## src/rtl/spi_txn_sequencer_if.sv

```systemverilog
`default_nettype none
// ============================================================================
// spi_txn_sequencer_if : requester pulses, spi_master handshake and status view
// Revision 1.0 - initial release
// ============================================================================
interface spi_txn_sequencer_if;
  logic       req0;
  logic       req1;
  logic       spi_busy;
  logic       spi_done;
  logic [7:0] spi_rx;
  logic       spi_start;
  logic [7:0] spi_tx;
  logic [7:0] led;
  logic       err;
  logic       busy;

  modport master (
    input  req0, req1, spi_busy, spi_done, spi_rx,
    output spi_start, spi_tx, led, err, busy
  );

  modport slave (
    output req0, req1, spi_busy, spi_done, spi_rx,
    input  spi_start, spi_tx, led, err, busy
  );
endinterface
`default_nettype wire

```

## src/rtl/spi_txn_sequencer.sv

```systemverilog
`default_nettype none
// ============================================================================
// spi_txn_sequencer : round-robin sequencing of two requesters onto spi_master
// Revision 1.0 - initial release
// ============================================================================
module spi_txn_sequencer #(
  parameter logic [7:0]  CMD0           = 8'hA5,
  parameter logic [7:0]  CMD1           = 8'h3C,
  parameter int unsigned TIMEOUT_CYCLES = 1024,
  parameter int unsigned GAP_CYCLES     = 16
) (
  input wire logic            clk,
  input wire logic            rst,
  spi_txn_sequencer_if.master bus
);

  localparam int unsigned c_CNT_MAX = (TIMEOUT_CYCLES > GAP_CYCLES) ? TIMEOUT_CYCLES : GAP_CYCLES;
  localparam int unsigned c_CNT_W   = (c_CNT_MAX > 1) ? $clog2(c_CNT_MAX) : 1;

  localparam logic [c_CNT_W-1:0] c_TO_LAST  = c_CNT_W'(TIMEOUT_CYCLES - 1);
  localparam logic [c_CNT_W-1:0] c_GAP_LAST = c_CNT_W'(GAP_CYCLES - 1);

  localparam logic [1:0] c_IDLE  = 2'd0;
  localparam logic [1:0] c_START = 2'd1;
  localparam logic [1:0] c_WAIT  = 2'd2;
  localparam logic [1:0] c_GAP   = 2'd3;

  logic [1:0]         r_state;
  logic [1:0]         r_pend;
  logic               r_last;
  logic               r_grant;
  logic [c_CNT_W-1:0] r_cnt;
  logic [7:0]         r_tx;
  logic [7:0]         r_led;
  logic               r_err;

  logic               w_grant;
  logic [1:0]         w_pend_set;
  logic [1:0]         w_pend_clr;

  // Contention goes to whoever did not win last; otherwise the sole pending one.
  always_comb begin
    w_grant = r_pend[1];
    if (r_pend == 2'b11) begin
      w_grant = ~r_last;
    end
  end

  assign w_pend_set = {bus.req1, bus.req0};
  assign w_pend_clr = (r_state == c_START) ? (r_grant ? 2'b10 : 2'b01) : 2'b00;

  always_ff @(posedge clk) begin
    if (rst) begin
      r_state <= c_IDLE;
      r_pend  <= 2'b00;
      r_last  <= 1'b1;
      r_grant <= 1'b0;
      r_cnt   <= '0;
      r_tx    <= 8'h00;
      r_led   <= 8'h00;
      r_err   <= 1'b0;
    end else begin
      // A new pulse re-arms the latch even in the cycle its grant is consumed.
      r_pend <= (r_pend & ~w_pend_clr) | w_pend_set;

      case (r_state)
        c_IDLE: begin
          if ((r_pend != 2'b00) && !bus.spi_busy) begin
            r_grant <= w_grant;
            r_last  <= w_grant;
            r_tx    <= w_grant ? CMD1 : CMD0;
            r_state <= c_START;
          end
        end

        c_START: begin
          r_cnt   <= '0;
          r_state <= c_WAIT;
        end

        c_WAIT: begin
          if (bus.spi_done) begin
            r_led   <= bus.spi_rx;
            r_err   <= 1'b0;
            r_cnt   <= '0;
            r_state <= c_GAP;
          end else if (r_cnt == c_TO_LAST) begin
            r_err   <= 1'b1;
            r_cnt   <= '0;
            r_state <= c_GAP;
          end else begin
            r_cnt <= r_cnt + 1'b1;
          end
        end

        c_GAP: begin
          if (r_cnt == c_GAP_LAST) begin
            r_state <= c_IDLE;
          end else begin
            r_cnt <= r_cnt + 1'b1;
          end
        end

        default: begin
          r_state <= c_IDLE;
        end
      endcase
    end
  end

  assign bus.spi_start = (r_state == c_START);
  assign bus.spi_tx    = r_tx;
  assign bus.led       = r_led;
  assign bus.err       = r_err;
  assign bus.busy      = (r_state != c_IDLE);

endmodule
`default_nettype wire
```

## src/flat_wrapper.sv

```systemverilog
// flat-port wrapper written by rule: the top's interface ports become plain ports
module spi_txn_sequencer_flat 
#(
  parameter logic [7:0]  CMD0           = 8'hA5,
  parameter logic [7:0]  CMD1           = 8'h3C,
  parameter int unsigned TIMEOUT_CYCLES = 1024,
  parameter int unsigned GAP_CYCLES     = 16
)
  (clk, rst, bus_req0, bus_req1, bus_spi_busy, bus_spi_done, bus_spi_rx, bus_spi_start, bus_spi_tx, bus_led, bus_err, bus_busy);
  spi_txn_sequencer_if bus_i ();
  input wire logic clk;
  input wire logic rst;
  input wire logic [$bits(bus_i.req0)-1:0] bus_req0;
  input wire logic [$bits(bus_i.req1)-1:0] bus_req1;
  input wire logic [$bits(bus_i.spi_busy)-1:0] bus_spi_busy;
  input wire logic [$bits(bus_i.spi_done)-1:0] bus_spi_done;
  input wire logic [$bits(bus_i.spi_rx)-1:0] bus_spi_rx;
  output wire logic [$bits(bus_i.spi_start)-1:0] bus_spi_start;
  output wire logic [$bits(bus_i.spi_tx)-1:0] bus_spi_tx;
  output wire logic [$bits(bus_i.led)-1:0] bus_led;
  output wire logic [$bits(bus_i.err)-1:0] bus_err;
  output wire logic [$bits(bus_i.busy)-1:0] bus_busy;
  assign bus_i.req0 = bus_req0;
  assign bus_i.req1 = bus_req1;
  assign bus_i.spi_busy = bus_spi_busy;
  assign bus_i.spi_done = bus_spi_done;
  assign bus_i.spi_rx = bus_spi_rx;
  assign bus_spi_start = bus_i.spi_start;
  assign bus_spi_tx = bus_i.spi_tx;
  assign bus_led = bus_i.led;
  assign bus_err = bus_i.err;
  assign bus_busy = bus_i.busy;
  spi_txn_sequencer #(.CMD0(CMD0), .CMD1(CMD1), .TIMEOUT_CYCLES(TIMEOUT_CYCLES), .GAP_CYCLES(GAP_CYCLES)) u_core (.clk(clk), .rst(rst), .bus(bus_i));
endmodule
```

## config.mk

```make
export PLATFORM = sky130hd
export DESIGN_NAME = spi_txn_sequencer_flat
export DESIGN_NICKNAME = d
export VERILOG_FILES = /design/src/rtl/spi_txn_sequencer_if.sv /design/src/rtl/spi_txn_sequencer.sv /design/src/flat_wrapper.sv
export SDC_FILE = /design/constraint.sdc
export NUM_CORES = 1
export LEC_CHECK = 0
export CELL_PAD_IN_SITES_DETAIL_PLACEMENT = 0
export CELL_PAD_IN_SITES_GLOBAL_PLACEMENT = 1
export CORE_ASPECT_RATIO = 0.8
export CORE_MARGIN = 5
export CORE_UTILIZATION = 27
export CTS_CLUSTER_DIAMETER = 200
export CTS_CLUSTER_SIZE = 16
export DETAILED_ROUTE_END_ITERATION = 8
export GPL_TIMING_DRIVEN = 0
export HOLD_SLACK_MARGIN = 0.1
export PLACE_DENSITY = 0.67
export SLEW_MARGIN = 10
export SYNTH_ARGS = -nofsm -noshare
export SYNTH_HDL_FRONTEND = slang
export SYNTH_SLANG_ARGS = --single-unit
```

## constraint.sdc

```tcl
create_clock -name clk -period 1.6 [get_ports clk]
set_input_delay 0.4 -clock clk [delete_from_list [all_inputs] [get_ports clk]]
set_output_delay 0.4 -clock clk [all_outputs]
set_load 0.02 [all_outputs]
```

* Yosys cells after proc, flatten, opt, wreduce, memory -nomap -nowiden
Cells that the tools add are included.
** Storage, ports and cells
- Output and inout port bits :: 19
- Input port bits :: 14
- Logic and storage cells :: 50
- Bits in registers :: 33
** Operators by class
- Muxes and demuxes :: 15
- Bitwise gates (word level) :: 4
- Reductions and logical operators :: 12
- Add/subtract/negate cells :: 1
- Equal/unequal tests :: 10
** Operators with widths (count)
- 10-bit 2-to-1 mux :: 3
- 10-bit case mux with 3 select lines :: 1
- 2-bit 2-to-1 mux :: 6
- 10-bit by 1-bit adder with 10-bit output, second input constant :: 1
- 10-bit == test, second input constant :: 1
- 10-bit by 4-bit == test with 1-bit output, second input constant :: 1
- 8-bit 2-to-1 mux :: 1
- 2-bit case mux with 4 select lines :: 1
- 2-bit AND reduction :: 4
- 2-bit == test, second input constant :: 3
- 2-bit nonzero test :: 3
- 2-bit by 1-bit != test with 1-bit output, second input constant :: 2
- 1-bit 2-to-1 mux :: 3
- 3-bit by 2-bit != test with 1-bit output, second input constant :: 1
- 3-bit AND reduction :: 1
- 3-bit nonzero test :: 1
- 2-bit AND :: 1
- 2-bit by 1-bit == test with 1-bit output, second input constant :: 1
- 2-bit zero test :: 1
- 2-bit != test, second input constant :: 1
- 2-bit NOT :: 1
- 2-bit bitwise OR :: 1
- 1-bit logical AND :: 1
- 1-bit zero test :: 1
- 1-bit NOT :: 1

* Logic depth before layout (Yosys ltp)
Gate-level depths: netlist of run 1.
- Depth after elaboration :: 5
- Depth in mapped cells :: 6
- Mapped depth without buffers :: 6

* Least setup slack after synthesis of run 1
No wires, ideal clock.
- Kind :: reg-to-reg
- From :: reg u_core.r_state[0]
- To :: reg u_core.r_cnt[8]
- Slack :: -72 ps
- Clock period less this slack :: 1672 ps
- Data required time :: 1525 ps
- Stages on the path, launching flop included :: 7
- Data arrival time :: 1597 ps
- Setup time :: 75 ps
- Buffers on the path :: 0
- Cell sequence :: dfxtp_1 -> inv_1 -> ha_1 -> or2_2 -> o31ai_4 -> or4b_1 -> o22ai_1
** Between the ends
- Word-level cells in the longest chain between the ends :: 3
- Elaborated cells on any way between the ends :: 7
- Classes of those cells :: eq/ne (4); mux (1); reduce/logical (2)
** RTL lines
- start, declared :: RTL line spi_txn_sequencer.sv:28 : logic [1:0] r_state;
- start signal, assigned :: RTL line spi_txn_sequencer.sv:54 : r_state <= c_IDLE;
- start signal, assigned :: RTL line spi_txn_sequencer.sv:72 : r_state <= c_START;
- start signal, assigned :: RTL line spi_txn_sequencer.sv:78 : r_state <= c_WAIT;
- 2-bit == test / 2-bit by 1-bit == test with 1-bit output (equally long branches) :: RTL line spi_txn_sequencer.sv:66 : case (r_state)
- 2-bit != test (no line) / 3-bit nonzero test (equally long branches)
- 2-bit AND reduction (no line)
- end signal, assigned :: RTL line spi_txn_sequencer.sv:92 : r_cnt <= r_cnt + 1'b1;
- end signal, assigned :: RTL line spi_txn_sequencer.sv:100 : r_cnt <= r_cnt + 1'b1;
- end, declared :: RTL line spi_txn_sequencer.sv:32 : logic [c_CNT_W-1:0] r_cnt;
Parallel ways exist; a longest one is shown, timed or not.
A chain may end at the register's enable or synchronous reset.

* Worst setup path after layout of run 1
- From :: reg u_core.r_cnt[0]
- To :: reg u_core.r_cnt[8]
** Between the ends
- Word-level cells in the longest chain between the ends :: 4
- Elaborated cells on any way between the ends :: 9
- Classes of those cells :: add/sub (1); eq/ne (3); mux (4); reduce/logical (1)
** RTL lines
- 10-bit by 1-bit adder with 10-bit output / 10-bit == test (equally long branches) :: RTL line spi_txn_sequencer.sv:92, spi_txn_sequencer.sv:100, spi_txn_sequencer.sv:87
- 10-bit 2-to-1 mux :: RTL line spi_txn_sequencer.sv:87 : end else if (r_cnt == c_TO_LAST) begin
- 10-bit 2-to-1 mux :: RTL line spi_txn_sequencer.sv:82 : if (bus.spi_done) begin
- 10-bit case mux with 3 select lines :: RTL line spi_txn_sequencer.sv:66
Parallel ways exist; a longest one is shown, timed or not. The select of a mux whose other input is x is not followed.

==> results by group, run 1 <==
Timing
  • Final-report hold violation count: 0
  • Final setup margin: -154 ps
  • Final setup vio count: 12
  • Fmax: approximately 570 MHz
  • Tcrit/Tclk final: 110%
  • Min cycle time layout: around 1800 ps
  • Slew @ Worst Pin: 601 ps
  • Max_slew headroom: 59.8%
  • RSZ-0062 raised after global routing: true
  • Clock Skew: 2.34 ps
  • Final Max Tran Viols: 0

Synth
  • Post-Syn Instances: 158
  • EDFF count, synth: 0
  • Synth Area in Adders: 4.59%
  • Simple-gate portion of the synthesized area: 20.8%
  • Top_reg_cell synth: dfxtp_1
  • Ys async rst share: 0%
  • Area fraction in compound gates after synthesis: 22.5%
  • Warnings from Yosys: 0
  • Mean Syn Cell Area: 8.62 um^2
  • Synth Area in XOR/XNOR: 3.86%
  • Yosys reg bits: 27
  • Mapped cell area: 1360 um^2
  • Yosys cell types: 41
  • Largest family of logic cells by synthesized area: compound AO/OA/AOI/OAI gates
  • Mux contribution to synthesized area: less than 1%
  • Seq/Total Area, Yosys: 39.7%

Place
  • Gpl congestion: between 0.7 and 0.8
  • Port Buffer Count: 30
  • DP Area: 1760 um^2
  • Dpl hpwl: 2.42 mm
  • Dpl ws: -378 ps

Global routing
  • GRT Resource Usage Total: approximately 11%
  • Antenna violations before repair: 0
  • First-pass GRT wire length: approximately 5.8 mm
  • Grt total ovfl: 0
  • Number of global-route vias before repair: around 1300
  • Pin count of the biggest net entering global routing: 15

Setup path
  • Critical Path Fanout Max: 5
  • Worst path arrival time: 1960 ps
  • Crit. End Element: flop
  • Buf/Inv on CP: 1
  • CP top delay family: simple AND/OR/NAND/NOR gates
  • Critical path class: reg -> reg
  • Startpoint types: flop
  • Crit-path max cell delay: ~440 ps
  • CP max-delay cell: or4b_1
  • CP required: 1810 ps
  • Critical path, cell by cell: ha_4, nand4_1, buf_4, nor2_4, or4b_1, o22ai_1

Power and ir drop
  • PwrDens: 1120 nW/um^2
  • P_leak: 0.792 nW
  • Worst vdd ir: 0.467 mV

Clock network
  • CTS root buf: clkbuf_8
  • CTS tree: done
  • Clock Latency Late Sink: 280 ps
  • H-tree Lvls: 1
  • Inserted Clock Buffers: 3
  • Hold_buf cts: 0
  • Reg clk slew, reported paths: 90 ps
  • Clock sink count: 27
  • Clk buf depth: 2

Drt
  • DR WL/cell: between 10 and 15 um
  • First-pass DRT Iterations: 4
  • WL final: 3.68 mm
  • Antenna viol nets, final: 0
  • DR vias: 1325
  • DRC Markers: 0
  • DR vias/cell: 4.78
  • Initial DRC count: 88

Finish
  • Design Area, Final: 2050 um^2
  • Final net count: 235
  • Fillers: 523
  • Area grow syn2layout: 50.6%
  • Commonest cells after routing, fill and taps aside: buf_4, dfxtp_1, nand2_1, dlygate4sd2_1, a21oi_1
  • # diodes: 0
  • Commonest non-fill, non-tap cell in the layout: buf_4
  • Share of layout cells above drive strength 1: 30.2%

Floorplanning
  • Die Span Y: 73.5 um
  • Row count: 23
  • Core area: 4950 um^2
  • Die area: 6580 um^2
  • Starting Density: ~28%
  • I/O Pins: 33
  • Die width: 89.4 um

Run status
  • Failing checks: setup timing
  • Status: finished, violations left

Hold path
  • Type of the worst min-delay path: reg -> reg

Job
  • Maxcap violations: 0
Yosys cell counts, types with 2 or more instances:
| library cell | count | area (um^2) |
|---|---|---|
| nand3_1 | 12 | 60.1 |
| nor2_1 | 17 | 63.8 |
| a211o_1 | 3 | 26.3 |
| a211oi_1 | 2 | 15.0 |
| nand4_1 | 3 | 18.8 |
| dfxtp_1 | 27 | 541 |
| nor4_1 | 2 | 12.5 |
| clkbuf_1 | 2 | 7.51 |
| nand2_1 | 15 | 56.3 |
| ha_1 | 5 | 62.6 |
| a21oi_1 | 15 | 75.1 |
| buf_4 | 6 | 45.0 |
| a31o_2 | 2 | 17.5 |
| or2_2 | 2 | 12.5 |
| inv_1 | 9 | 33.8 |
| buf_1 | 2 | 7.51 |
| nand2b_1 | 2 | 12.5 |
| o31ai_4 | 3 | 63.8 |
| xnor2_1 | 5 | 43.8 |
| o21ai_0 | 2 | 10.0 |
| buf_2 | 2 | 10.0 |
state kept, by name, indices dropped and copies added, names as in the netlist:
| signal | count |
|---|---|
| u_core.bus.spi_tx | 3 |
| u_core.r_cnt | 10 |
| u_core.r_pend | 2 |
| u_core.bus.led | 8 |
| u_core.bus.err | 1 |
| u_core.r_last | 1 |
| u_core.r_state | 2 |
area by class of cell:
type                    instances  area [um^2]  area share (%)
repair buffers                 52          437            21.3
flip-flops and latches         27          558            27.2
multi-input cells             111          818            39.9
plain buffers                  12         77.6            3.78
inverters                       9         38.8            1.89
clock buffers                   4         45.0            2.20
well taps                      62         77.6            3.78
cell families after synthesis:
kind of cell | count (synthesis)
flops | 27
fa+ha+maj | 5
simple gates | 59
buf+inv | 21
xor+xnor | 6
mux | 1
compound gates | 38
other cells | 1
tightest hold or removal path: stages, from the launching register on:
cell     delay, ps
dfxtp_1        320
nand2_1         50
a21oi_1         50
metrics by stage:
step           TNS (ps)  hold WS (ps)  power (mW)  instances  utilization [%]
2_1_floorplan     -11.4           432        1.38        159                -
3_3_place_gp      -5800           446        1.67        251             35.6
3_5_place_dp      -6020           449        1.67        251             35.6
4_1_cts           -65.3           461        2.28        273             40.5
5_1_grt           -2200           473        2.46        277             41.5
6_report          -1470           457        2.31        277             41.5
per-layer routing:
metal  global-route usage (%)  share of wire, %
met2                     17.7                44
met1                     15.0                49
met3                     2.91               4.8
met4                     4.96               1.8
met5                        0                 0
worst paths after layout:
| check | cells after the start | slack [ps] | from | end |
|---|---|---|---|---|
| hold / removal | 2 | 460 | u_core.bus.led[1] | u_core.bus.led[1] |
| setup / recovery | 6 | -150 | u_core.r_cnt[0] | u_core.r_cnt[8] |
| hold reg to reg | 2 | 460 | u_core.bus.led[1] | u_core.bus.led[1] |
| setup reg to reg | 6 | -150 | u_core.r_cnt[0] | u_core.r_cnt[8] |
report_power, final:
group | total [mW] | internal [mW] | switching, mW
combinational | 1.10 | 0.532 | 0.565
sequential | 0.809 | 0.744 | 0.0648
clock | 0.401 | 0.179 | 0.222
repair_timing:
action,CTS,global route
pin swaps,15,17
setup buffers,18,4
gates resized for setup,48,9
endpoints found under the setup margin,37,14
(Power assumes the default switching activity.)
==> run 2, diff against run 1 <==
- REMOVE_ABC_BUFFERS: not set -> 1
==> results by group, run 2 (synthesized netlist as in run 1, its figures left out) <==
Timing
  • Max_slew headroom: a little under half
  • Slew @ Worst Pin: 794 ps
  • RSZ-0062 raised after global routing: true
  • Final-report hold violation count: 0
  • Final setup vio count: 12
  • Tcrit/Tclk final: 104%
  • Min Hold Slack: 456 ps
  • Min cycle time layout: 1670 ps
  • Fmax: 600 MHz
  • Final Max Tran Viols: 0
  • Final setup margin: -66.2 ps
  • Clock Skew: 5.83 ps

Finish
  • Design Area, Final: ~1900 um^2
  • Commonest non-fill, non-tap cell in the layout: dfxtp_1
  • Final net count: 212
  • Largest reg by FF count: u_core.r_cnt
  • Max reg flops: 10
  • Commonest cells after routing, fill and taps aside: dfxtp_1, dlygate4sd2_1, nor2_1
  • Multi-input gate area: 792 um^2
  • Area grow syn2layout: 37.3%
  • Register area: 558 um^2
  • Fillers: 533
  • Share of layout cells above drive strength 1: 21.9%
  • Final cell count without fillers: 254
  • # diodes: 0

Setup path
  • CP required: 1810 ps
  • CP max-delay cell: or4b_1
  • Crit-path max cell delay: 510 ps
  • Crit. End Element: flop
  • Startpoint types: flop
  • Critical Path Fanout Max: 6
  • Critical path, cell by cell: inv_6, ha_4, or2_4, o31ai_4, or4b_1, o22ai_1
  • Critical path class: reg -> reg
  • Worst path arrival time: between 1500 and 2000 ps

Floorplanning
  • Die width: slightly below 90 um
  • Die area: 6580 um^2
  • Starting Density: 27.5%
  • Die Span Y: 73.5 um
  • I/O Pins: 33
  • Core area: 4950 um^2
  • Row count: 23

Clock network
  • Clock Latency Late Sink: approximately 280 ps
  • H-tree Lvls: 1
  • Clk buf depth: 2
  • Clock sink count: 27
  • Inserted Clock Buffers: 3
  • CTS root buf: clkbuf_8
  • CTS tree: done
  • Hold_buf cts: 0
  • Reg clk slew, reported paths: about 100 ps

Power and ir drop
  • Worst vdd ir: 0.417 mV
  • Total power: 2.14 mW
  • PwrDens: around 1100 nW/um^2
  • P_leak: 0.698 nW

Drt
  • WL final: roughly 3.2 mm
  • Antenna viol nets, final: 0
  • DR vias: 1226
  • DRC Markers: 0
  • DR WL/cell: 12.7 um
  • First-pass DRT Iterations: 4
  • DR vias/cell: 4.83
  • Initial DRC count: 79

Place
  • DP Area: around 1700 um^2
  • Dpl hpwl: around 2.2 mm
  • Dpl ws: -587 ps
  • Port Buffer Count: 30
  • Gpl congestion: 0.747
  • Inst Count DP: about 240

Run status
  • Status: finished, violations left
  • Failing checks: setup timing

Global routing
  • Antenna violations before repair: 0
  • Number of global-route vias before repair: around 1100
  • GRT Resource Usage Total: 10.1%
  • Pin count of the biggest net entering global routing: 23
  • Grt total ovfl: 0
  • First-pass GRT wire length: 5.19 mm

Hold path
  • Type of the worst min-delay path: reg -> reg

Job
  • Maxcap violations: 0
[run 2: where the power goes]
part / total, mW / leakage, nW / internal, mW / switching (mW)
Clock: 0.401 / 0.0255 / 0.175 / 0.226
Sequential: 0.807 / 0.223 / 0.744 / 0.0630
Combinational: 0.931 / 0.449 / 0.425 / 0.506
[run 2: what timing repair did]
item	in CTS	in global routing
setup buffers	5	6
gates resized for setup	37	18
pin swaps	6	9
endpoints found under the setup margin	37	17
[run 2: per-layer routing]
layer  routed length [um]  GRT usage [%]
met4                   48           3.47
met2                 1490           15.5
met1                 1490           13.4
met5                    0              0
met3                  185           2.91
[run 2: per-stage QoR]
stage          utilization [%]  TNS [ps]
2_1_floorplan                -      -297
5_1_grt                   37.8     -1470
3_5_place_dp              33.8     -7940
3_3_place_gp              33.8     -7650
6_report                  37.8      -528
4_1_cts                   36.0      -817
[run 2: worst max-delay path: cells and delay by family (launching register included)]
family / cells / cell delay [ps]
AND/OR/NAND/NOR: 2 / 640
flip-flops: 1 / 400
AO/OA/AOI/OAI: 2 / 230
adder cells (fa/ha/maj): 1 / 290
buffers and inverters: 1 / 50
[run 2: worst paths after layout]
path | startpoint | endpoint | slack, ps | cells after the start
max | u_core.r_state[0] | u_core.r_cnt[8] | -70 | 6
min | u_core.bus.led[2] | u_core.bus.led[2] | 460 | 2
max reg2reg | u_core.r_state[0] | u_core.r_cnt[8] | -70 | 6
min reg2reg | u_core.bus.led[2] | u_core.bus.led[2] | 460 | 2
[run 2: final cells by class]
type                            instances  area share, %
Multi-Input combinational cell        111           42.3
Sequential cell                        27           29.8
Timing Repair Buffer                   41           19.0
Tap cell                               62           4.15
Clock buffer                            3           2.21
Inverter                                9           2.21
Clock inverter                          1          0.268
